`config.mk`:
```
export PLATFORM = sky130hd
export DESIGN_NAME = pack_fifo
export DESIGN_NICKNAME = d
export VERILOG_FILES = /design/src/rtl/pack_fifo.sv
export SDC_FILE = /design/constraint.sdc
export NUM_CORES = 1
export LEC_CHECK = 0
export ABC_CLOCK_PERIOD_IN_PS = 5400
export BUFFER_PORTS_ARGS = -buffer_cell sky130_fd_sc_hd__buf_2
export CAP_MARGIN = 20
export CORE_ASPECT_RATIO = 1.2
export CORE_MARGIN = 5
export CORE_UTILIZATION = 40
export DETAILED_ROUTE_END_ITERATION = 6
export PLACE_DENSITY = 0.61
export SKIP_LAST_GASP = 1
export SLEW_MARGIN = 40
export SYNTH_ARGS = -nofsm -noshare
export SYNTH_HDL_FRONTEND = slang
export SYNTH_SLANG_ARGS = --single-unit
```
`constraint.sdc`:
```
create_clock -name CLK -period 5.4 [get_ports CLK]
set_clock_uncertainty 0.1 [all_clocks]
set_input_delay 0.27 -clock CLK [delete_from_list [all_inputs] [get_ports CLK]]
set_output_delay 0.27 -clock CLK [all_outputs]
set_load 0.02 [all_outputs]
```
`src/rtl/pack_fifo.sv`:
```
// Byte-packing / unpacking word FIFO between a byte-wide SCSI side and a word-wide memory side.
// MODE 0 packs bytes into words at the tail; MODE 1 unpacks the head word into bytes.
module pack_fifo #(
  parameter int DEPTH    = 8,
  parameter int BYTES    = 4,
  parameter int AF_LEVEL = DEPTH - 2,
  localparam int W  = 8 * BYTES,
  localparam int AW = $clog2(DEPTH),
  localparam int BW = $clog2(BYTES)
) (
  input  logic          CLK,
  input  logic          RST,
  input  logic          FLUSH,
  input  logic          MODE,
  input  logic          WR_WORD,
  input  logic [W-1:0]  WR_DATA,
  input  logic          WR_BYTE,
  input  logic [7:0]    WR_BDATA,
  input  logic          COMMIT,
  input  logic          LOAD_BPTR,
  input  logic [BW-1:0] BPTR_INIT,
  input  logic          RD_WORD,
  input  logic          RD_BYTE,
  output logic [W-1:0]  RD_DATA,
  output logic [7:0]    RD_BDATA,
  output logic [AW:0]   COUNT,
  output logic          FULL,
  output logic          EMPTY,
  output logic          ALMOST_FULL,
  output logic [BW-1:0] BPTR,
  output logic          BPTR_EQ0,
  output logic          BPTR_LAST,
  output logic          OVF,
  output logic          UNF
);

  localparam logic [AW:0]   FULL_CNT  = (AW+1)'(DEPTH);
  localparam logic [AW:0]   AF_CNT    = (AW+1)'(AF_LEVEL);
  localparam logic [AW:0]   CNT_ONE   = (AW+1)'(1);
  localparam logic [AW-1:0] PTR_ONE   = AW'(1);
  localparam logic [BW-1:0] LANE_ONE  = BW'(1);
  localparam logic [BW-1:0] LAST_LANE = '1;

  logic [W-1:0]  mem [DEPTH];

  logic [AW-1:0] wr_ptr, rd_ptr, wr_ptr_n, rd_ptr_n;
  logic [AW:0]   count, count_n;
  logic [BW-1:0] bptr, bptr_n;
  logic          staged, staged_n;
  logic          ovf, ovf_n, unf, unf_n;

  logic          full, empty, last_lane;
  logic          push, pop, can_push;
  logic          mem_we;
  logic [W-1:0]  mem_wdata;
  logic [W-1:0]  byte_word;

  assign full      = (count == FULL_CNT);
  assign empty     = (count == '0);
  assign last_lane = (bptr == LAST_LANE);

  always_comb begin
    wr_ptr_n  = wr_ptr;
    rd_ptr_n  = rd_ptr;
    count_n   = count;
    bptr_n    = bptr;
    staged_n  = staged;
    ovf_n     = ovf;
    unf_n     = unf;
    push      = 1'b0;
    pop       = 1'b0;
    can_push  = 1'b0;
    mem_we    = 1'b0;
    mem_wdata = WR_DATA;

    // A fresh slot starts from zero so unwritten lanes never leak stale data.
    byte_word = staged ? mem[wr_ptr] : '0;
    byte_word[{bptr, 3'b000} +: 8] = WR_BDATA;

    if (FLUSH) begin
      wr_ptr_n = '0;
      rd_ptr_n = '0;
      count_n  = '0;
      bptr_n   = '0;
      staged_n = 1'b0;
      ovf_n    = 1'b0;
      unf_n    = 1'b0;
    end else begin
      if (RD_WORD) begin
        if (empty) unf_n = 1'b1;
        else       pop   = 1'b1;
      end else if (MODE && RD_BYTE && !LOAD_BPTR) begin
        if (empty) begin
          unf_n = 1'b1;
        end else if (last_lane) begin
          pop    = 1'b1;
          bptr_n = '0;
        end else begin
          bptr_n = bptr + LANE_ONE;
        end
      end

      // A same-cycle pop frees the head slot, so a push on FULL is still legal.
      can_push = !full || pop;

      if (LOAD_BPTR) begin
        bptr_n   = BPTR_INIT;
        staged_n = 1'b0;
      end else if (WR_WORD) begin
        if (can_push) begin
          mem_we   = 1'b1;
          push     = 1'b1;
          staged_n = 1'b0;
        end else begin
          ovf_n = 1'b1;
        end
      end else if (!MODE && WR_BYTE) begin
        if (can_push) begin
          mem_we    = 1'b1;
          mem_wdata = byte_word;
          if (last_lane) begin
            push     = 1'b1;
            bptr_n   = '0;
            staged_n = 1'b0;
          end else begin
            bptr_n   = bptr + LANE_ONE;
            staged_n = 1'b1;
          end
        end else begin
          ovf_n = 1'b1;
        end
      end else if (!MODE && COMMIT && staged) begin
        if (can_push) begin
          push     = 1'b1;
          bptr_n   = '0;
          staged_n = 1'b0;
        end else begin
          ovf_n = 1'b1;
        end
      end

      if (push) wr_ptr_n = wr_ptr + PTR_ONE;
      if (pop)  rd_ptr_n = rd_ptr + PTR_ONE;
      case ({push, pop})
        2'b10:   count_n = count + CNT_ONE;
        2'b01:   count_n = count - CNT_ONE;
        default: count_n = count;
      endcase
    end
  end

  always_ff @(posedge CLK or posedge RST) begin
    if (RST) begin
      wr_ptr <= '0;
      rd_ptr <= '0;
      count  <= '0;
      bptr   <= '0;
      staged <= 1'b0;
      ovf    <= 1'b0;
      unf    <= 1'b0;
    end else begin
      wr_ptr <= wr_ptr_n;
      rd_ptr <= rd_ptr_n;
      count  <= count_n;
      bptr   <= bptr_n;
      staged <= staged_n;
      ovf    <= ovf_n;
      unf    <= unf_n;
    end
  end

  always_ff @(posedge CLK) begin
    if (mem_we) mem[wr_ptr] <= mem_wdata;
  end

  assign RD_DATA     = mem[rd_ptr];
  assign RD_BDATA    = RD_DATA[{bptr, 3'b000} +: 8];
  assign COUNT       = count;
  assign FULL        = full;
  assign EMPTY       = empty;
  assign ALMOST_FULL = (count >= AF_CNT);
  assign BPTR        = bptr;
  assign BPTR_EQ0    = (bptr == '0);
  assign BPTR_LAST   = last_lane;
  assign OVF         = ovf;
  assign UNF         = unf;

endmodule

```
==> impl_metrics.ini, run 1 <==
[status]
status = finished, final reports clean

[cts]
clk_pin_slew_ps = 60
clock_sinks = 271
clock_latency_ps = 540
post_cts_buffers = 0
clockBufferDepth = 3
cts_buffers = 27
cts-root-buf = clkbuf_16
htree_levels = 1
cts_tree = done
holdBufCountCts = 4
post_cts_resize_count = 0

[worst_setup_path]
path_class = reg2out
worstPathArrival_ps = 3490
r2r-start = BPTR[0]
r2r_cells = 7
crit_fanout = 24
start_kind = flip-flop
worstSetupEndpointType = output pin
crit_required_ps = 5030
r2r_slack_ps = 1730
regToRegEndpoint = mem[1][2]

[drt]
detail_route.wl_per_cell_um = 28.8
wl_mm = 41.8
viasPerCell = 6.19
num_vias = 8987
drt-met1-wl_mm = 16.5
ant_nets = 0
drtPass1Iterations = 6
drt_iter0_markers = 781
dr_wl_met3_mm = 2.88
top_layer_used = met4
drc_errors = 0
wl_met2_mm = 21.0

[global_routing]
grt_remaining_overflow = 0
grt_usage = 0.219
grt_max_degree = 57
grt_pass1_vias = 9274
grt_pass1_wl_mm = 61.5
antenna_found_initial = 0

[placement]
hpwlAfterDp_mm = 28.3
portBuffers = 104
post-place-ws_ps = 1690
place_congestion = 0.832

[cells_and_area]
regArea_mm2 = 0.00808
fillCellCount = 3015
multi_input_area_mm2 = 0.00542
layout-drive-gt1-share = 0.307
finalNetCount = 1036
antenna_cells = 0
area_growth_pct = 15.6

[die]
io_pins = 105
rows = 74
fp.dieH_um = 213
dieArea_mm2 = 0.0382
start_util = 0.404
core_area_mm2 = 0.0341
die_x_um = 179

[synthesis]
synthCells = 871
synth_area_leader_cell = edfxtp_1
synth_edf_count = 256
yosysMostFrequentCell = edfxtp_1
ys.flop_type = edfxtp_1
syn_avg_cell_area_um2 = 15.8
yosysWarnings = 0
async_flop_share = 0.0554
synth.ff_latch_count = 271
syn-num-nets = 932
synth_commonest_cells = 256 x edfxtp_1, 70 x nand2_1, 66 x mux4_2
synthDistinctLibCells = 64
synth_top_area_frac = 0.558
seq_area_frac_synth = 0.586
synth.area.top_cells = edfxtp_1 56%, mux4_2 11%, mux4_1 6.1%, dfrtp_1 2.7%, mux2_2 2.5%
synth_area_mm2 = 0.0138

[sta]
setup_viol = 0
tightest_slew_ps = 932
relSlewSlack = 0.379
period_share = 0.714
min_period_ps = 3860
setup_tns_ps = 0
timing.hold.ws_ps = 70.7
fmax_mhz = 259
setup_ws_ps = 1540
finalHoldViolCount = 0
slew_viol_final = 0
rsz0062_at_grt = no

[worst_hold_path]
hold_path.class = in2reg
hold_depth = 4
hold_path_end = staged
hold_path.startpoint = WR_WORD

[power_and_ir_drop]
power_leakage_nw = 5.26
powerDensity_mw_per_mm2 = 383
p_total_w = 0.00610
peakVddDrop_v = 0.000197

[flow_run]
maxCapViolCount = 0
-- cells in the final DEF (no fill, tap or decap), types with 21 or more instances in the layout --
cell type / n
edfxtp_1: 256
buf_2: 104
buf_4: 27
nor2_1: 21
mux2_2: 30
mux4_2: 66
nand2_1: 70
a21oi_1: 29
o21ai_1: 35
mux4_1: 32
a22oi_1: 33
mux2i_1: 25
clkbuf_16: 27
-- layer usage --
layer / track usage / vias up
li1: - / 3828
met1: 0.292 / 4682
met2: 0.376 / 400
met3: 0.0236 / 77
met4: 0.0738 / 0
met5: 0 / -
-- logic make-up (layout without fill, tap and decap cells) --
kind of cell    after synthesis  in the layout  synth area share
compound gates              178            178            0.0892
xor+xnor                      5              5           0.00318
fa+ha+maj                     9              9           0.00818
buf+inv                      73            197            0.0264
flops                       271            271             0.586
mux                         174            174             0.230
simple gates                161            161            0.0575
-- registers in the layout, summed over array words and instances, names as in the netlist --
| signal | flops |
|---|---|
| OVF | 1 |
| rd_ptr | 3 |
| mem | 256 |
| staged | 1 |
| COUNT | 4 |
| wr_ptr | 3 |
| UNF | 1 |
| BPTR | 2 |
-- stage by stage --
step                      instances  utilization  area, µm²
after global placement         1397        0.435      14800
after global routing           1451        0.467      15900
after CTS                      1451        0.467      15900
final                          1451        0.467      15900
after detailed placement       1398        0.436      14900
after floorplan                 871            -      13800
-- layout make-up --
type,instances,area share
Sequential cell,271,0.507
Tap cell,456,0.0358
Clock inverter,19,0.0208
Timing Repair Buffer,136,0.0492
Inverter,12,0.00283
Clock buffer,30,0.0432
Multi-Input combinational cell,527,0.341
-- how the worst max path moves through the flow --
stage,slack [ps],cells past startpoint,startpoint,to
final,1540,6,rd_ptr[0],RD_BDATA[5]
after detailed placement,1690,7,BPTR[0],mem[1][6]
after global placement,1450,7,BPTR[0],mem[1][6]
after global routing,1420,6,rd_ptr[0],RD_BDATA[7]
after floorplan,860,6,BPTR[0],mem[4][0]
after CTS,1510,6,rd_ptr[0],RD_BDATA[5]
-- where the power goes --
group | internal (W) | switching, W
sequential | 0.00235 | 0.0000966
combinational | 0.000660 | 0.000846
clock | 0.00135 | 0.000801
-- worst max-delay path, stage by stage, from the launching register on --
cell and delay, ps:
dfrtp_4 700, buf_12 280, buf_4 310, mux4_1 580, mux2_2 330, mux4_2 520
buf_2 190
(Power assumes the default switching activity.)
==> inputs of run 2 (changes only) <==
- ABC_CLOCK_PERIOD_IN_PS: 5400 -> 4000
- clock period: 5.4 -> 4 ns (I/O delays scaled with it)
==> run 2 against run 1 <==
Compared with the run above: flip-flop and latch count did not move; critical path type unchanged; routed wire length is 1.1% higher; count of clock-buffer cells in the layout grew 3; worst hold slack got worse by 33 ps; die area stayed put; global-route usage rose by 0.14 points; core utilization rose by 0.22 points; cell count grew 1.4%; non-clock buffer count rose by 19; sequential share of layout area fell by 0.24 points; power grew 28%.
==> impl_metrics.ini, run 2 (synthesis gave the netlist of run 1 again) <==
[global_routing]
grt_usage = 0.220
grt_max_degree = 67
grt_pass1_vias = 9261
grt_remaining_overflow = 0
grt_pass1_wl_mm = 61.4
antenna_found_initial = 1

[cells_and_area]
antenna_cells = 0
instances_no_fill = 1472
final_cell_mix = 256 x edfxtp_1, 104 x buf_2, 70 x nand2_1
layout_commonest_cell = edfxtp_1
top_register = mem
finalNetCount = 1056
largest_reg_flops = 256
layout-drive-gt1-share = 0.311
area_growth_pct = 16.2

[cts]
post_cts_buffers = 0
cts-root-buf = clkbuf_16
post_cts_resize_count = 0
htree_levels = 1
clock_sinks = 271
clock_latency_ps = 550
cts_tree = done
clockBufferDepth = 3
clk_pin_slew_ps = 70
cts_buffers = 28

[die]
dieArea_mm2 = 0.0382
rows = 74
io_pins = 105
fp.dieH_um = 213
start_util = 0.404
core_area_mm2 = 0.0341
die_x_um = 179

[power_and_ir_drop]
powerDensity_mw_per_mm2 = 489
peakVddDrop_v = 0.000311
power_leakage_nw = 5.33

[worst_setup_path]
cp_slowest_stage_delay_ps = 620
crit_fanout = 66
slowest_stage = mux4_1
worstPathCellList = buf_12, mux4_1, mux2_2, mux4_2, buf_2
crit_buf_inv = 2
worstPathArrival_ps = 3190
crit_required_ps = 3700
critPathTopFamily = multiplexers
path_class = reg2out
r2r-start = wr_ptr[0]
worstSetupStartpoint = rd_ptr[0]
start_kind = flip-flop
worstSetupEndpointType = output pin

[sta]
setup_ws_ps = 511
period_share = 0.872
finalHoldViolCount = 0
min_period_ps = 3490
slew_viol_final = 0
fmax_mhz = 287
tightest_slew_ps = 815
relSlewSlack = 0.457
setup_tns_ps = 0
setup_viol = 0
rsz0062_at_grt = no

[drt]
detail_route.wl_per_cell_um = 28.7
ant_nets = 0
drt-met1-wl_mm = 15.9
dr_wl_met3_mm = 4.44
drt_iter0_markers = 1088
drc_errors = 0
wl_mm = 42.3
viasPerCell = 6.21
wl_met2_mm = 20.1
top_layer_used = met4
drtPass1Iterations = 5
num_vias = 9138

[placement]
dp.cells = 1413
hpwlAfterDp_mm = 28.1
portBuffers = 104
post-place-ws_ps = 872
place_congestion = 0.877

[worst_hold_path]
hold_path.class = in2reg
hold_path.startpoint = RD_BYTE

[status]
status = finished, final reports clean

[flow_run]
maxCapViolCount = 0
-- run 2: cell count changes in the layout (fill, tap and decap cells not counted), moves of 4 or more --
| cell | before | now |
|---|---|---|
| bufinv_16 | 9 | 1 |
| clkinv_2 | 1 | 7 |
| dlygate4sd3_1 | 4 | 8 |
| buf_12 | 1 | 6 |
| buf_4 | 27 | 37 |
-- run 2: power by group --
part,leakage [nW],internal (W),switching [W]
clock network,0.434,0.00139,0.00110
logic,2.39,0.000902,0.00115
registers,2.50,0.00318,0.000103
-- run 2: metal layers --
layer | vias up | global-route usage
met4 | 0 | 0.0870
met1 | 4631 | 0.294
met2 | 541 | 0.360
met5 | - | 0
met3 | 101 | 0.0407
li1 | 3865 | -
-- run 2: per-stage QoR --
stage | area (µm²) | utilization | power (W) | hold WS [ps]
after global placement | 15000 | 0.441 | 0.00539 | 222
after CTS | 16000 | 0.469 | 0.00788 | 11.1
after detailed placement | 15000 | 0.441 | 0.00539 | 227
after global routing | 16000 | 0.469 | 0.00812 | 38.6
final | 16000 | 0.469 | 0.00783 | 37.3
after floorplan | 13800 | - | 0.00475 | 1.48
-- run 2: area by class of cell --
type / count / area [µm²]
tap: 456 / 571
clock buffer: 33 / 741
sequential: 271 / 8080
multi-input combinational: 527 / 5420
clock inverter: 18 / 136
timing repair buffer: 155 / 998
fill: 3007 / 18100
inverter: 12 / 45.0
-- run 2: path summary, 6_finish.rpt --
path	slack [ps]	endpoint	depth (start not counted)
worst min register to register	390	UNF	2
worst max-delay path	510	RD_BDATA[3]	5
min in group asynchronous	170	staged	3
worst min-delay path	40	UNF	5
worst max register to register	830	mem[2][9]	6
max in group asynchronous	3160	rd_ptr[0]	3
-- run 2: timing repair --
| action | in CTS | in global routing |
|---|---|---|
| hold buffers | 8 | 0 |
| endpoints found under the hold margin | 26 | 0 |
| endpoints found under the setup margin | 0 | 0 |
-- run 2: worst reg2reg max path, stage by stage (launching register included) --
cell,delay [ps]
dfrtp_2,900
buf_4,390
mux2_1,360
a221o_1,300
a22oi_1,290
a2bb2oi_1,280
o21ai_1,230
==> inputs of run 3 (changes only) <==
- PLACE_DENSITY: 0.61 -> 0.65
==> run 3 against run 2 <==
Compared with the run above: sequential power barely moved; via count fell by 0.22%; largest cell class unchanged; design area rose by 0.48%; highest routed layer unchanged; non-clock buffer count rose by 7; flip-flop and latch count did not move; critical endpoint is now RD_BDATA[5]; critical path type unchanged; register-to-register slack improved by 180 ps; worst setup slack improved by 13 ps.
==> impl_metrics.ini, run 3 (synthesis gave the netlist of run 1 again) <==
[status]
status = finished, final reports clean

[cts]
cts_buffers = 29
post_cts_buffers = 0
htree_levels = 1
clk_pin_slew_ps = 60
clock_sinks = 271
clockBufferDepth = 3
cts_tree = done
clock_latency_ps = 540
cts-root-buf = clkbuf_16
holdBufCountCts = 8
post_cts_resize_count = 0

[placement]
place_congestion = 0.868
portBuffers = 104
hpwlAfterDp_mm = 27.7
placed_area_mm2 = 0.0151

[cells_and_area]
largest_reg_flops = 256
area_growth_pct = 16.7
finalNetCount = 1064
antenna_cells = 0
top_register = mem
fillCellCount = 2993
finalInstanceArea_mm2 = 0.0161
layout-drive-gt1-share = 0.312
layout_commonest_cell = edfxtp_1
final_cell_mix = 256 x edfxtp_1, 104 x buf_2, 70 x nand2_1

[die]
die_x_um = 179
dieArea_mm2 = 0.0382
rows = 74
core_area_mm2 = 0.0341
io_pins = 105
fp.dieH_um = 213
start_util = 0.404

[drt]
drtPass1Iterations = 5
drc_errors = 0
detail_route.wl_per_cell_um = 27.6
drt_iter0_markers = 934
num_vias = 9118
ant_nets = 0
wl_mm = 40.9
viasPerCell = 6.16

[sta]
slew_viol_final = 0
finalHoldViolCount = 0
min_period_ps = 3480
setup_tns_ps = 0
fmax_mhz = 288
period_share = 0.869
setup_viol = 0
rsz0062_at_grt = no
tightest_slew_ps = 762
relSlewSlack = 0.492

[global_routing]
grt_pass1_vias = 9226
grt_usage = 0.213
grt_remaining_overflow = 0
grt_max_degree = 65
grt_pass1_wl_mm = 60.4
antenna_found_initial = 0

[worst_hold_path]
hold_path.class = in2reg

[power_and_ir_drop]
powerDensity_mw_per_mm2 = 492
power_leakage_nw = 5.38
peakVddDrop_v = 0.000467

[worst_setup_path]
crit_fanout = 40
start_kind = flip-flop
worstSetupEndpointType = output pin
crit_required_ps = 3700
path_class = reg2out
worstPathArrival_ps = 3180

[flow_run]
maxCapViolCount = 0
-- run 3: cell types whose count changed in the layout (fill, tap and decap cells not counted), sizes merged --
cell,change
clkinv,-12
clkbuf,+15
inv,-1
buf,+7
-- run 3: metal layers --
layer,wire length (µm),vias up,GRT usage
met5,0,-,0
met4,977,0,0.0554
met3,3980,68,0.0468
met2,19700,493,0.348
met1,16200,4680,0.293
li1,-,3877,-
-- run 3: area by class of cell --
type / count / area (µm²) / share of cell area
clock buffer: 48 / 877 / 0.0546
timing repair buffer: 162 / 1030 / 0.0639
tap: 456 / 571 / 0.0355
sequential: 271 / 8070 / 0.502
inverter: 12 / 45.0 / 0.00280
clock inverter: 5 / 51.3 / 0.00319
multi-input combinational: 527 / 5420 / 0.338
-- run 3: where the power goes --
group          switching (W)  total [W]  internal [W]
registers           0.000122    0.00330       0.00318
clock network        0.00104    0.00259       0.00155
logic                0.00112    0.00203      0.000905
total                0.00228    0.00791       0.00563
-- run 3: path summary, 6_finish.rpt --
check | from | end | slack [ps] | cells past startpoint
setup / recovery | rd_ptr[0] | RD_BDATA[5] | 520 | 5
hold / removal | RD_BYTE | UNF | 40 | 5
setup reg to reg | BPTR[0] | mem[4][2] | 1010 | 8
hold reg to reg | UNF | UNF | 390 | 2
max in group asynchronous | RST | rd_ptr[0] | 3160 | 3
min in group asynchronous | RST | UNF | 170 | 3
-- run 3: worst max-delay path, stage by stage (launching register included) --
cell,delay [ps]
dfrtp_4,640
buf_12,340
mux4_1,600
mux2_2,300
mux4_2,520
buf_2,190
-- run 3: per-stage QoR --
step	power (W)	cells	util	setup WS [ps]	hold WS (ps)
floorplan	0.00475	871	-	312	1.48
detailed placement	0.00538	1420	0.442	1040	206
global placement	0.00536	1420	0.442	1090	196
global route	0.00823	1481	0.472	399	76.9
CTS	0.00797	1481	0.472	503	20.3
finish	0.00791	1481	0.472	524	37.9
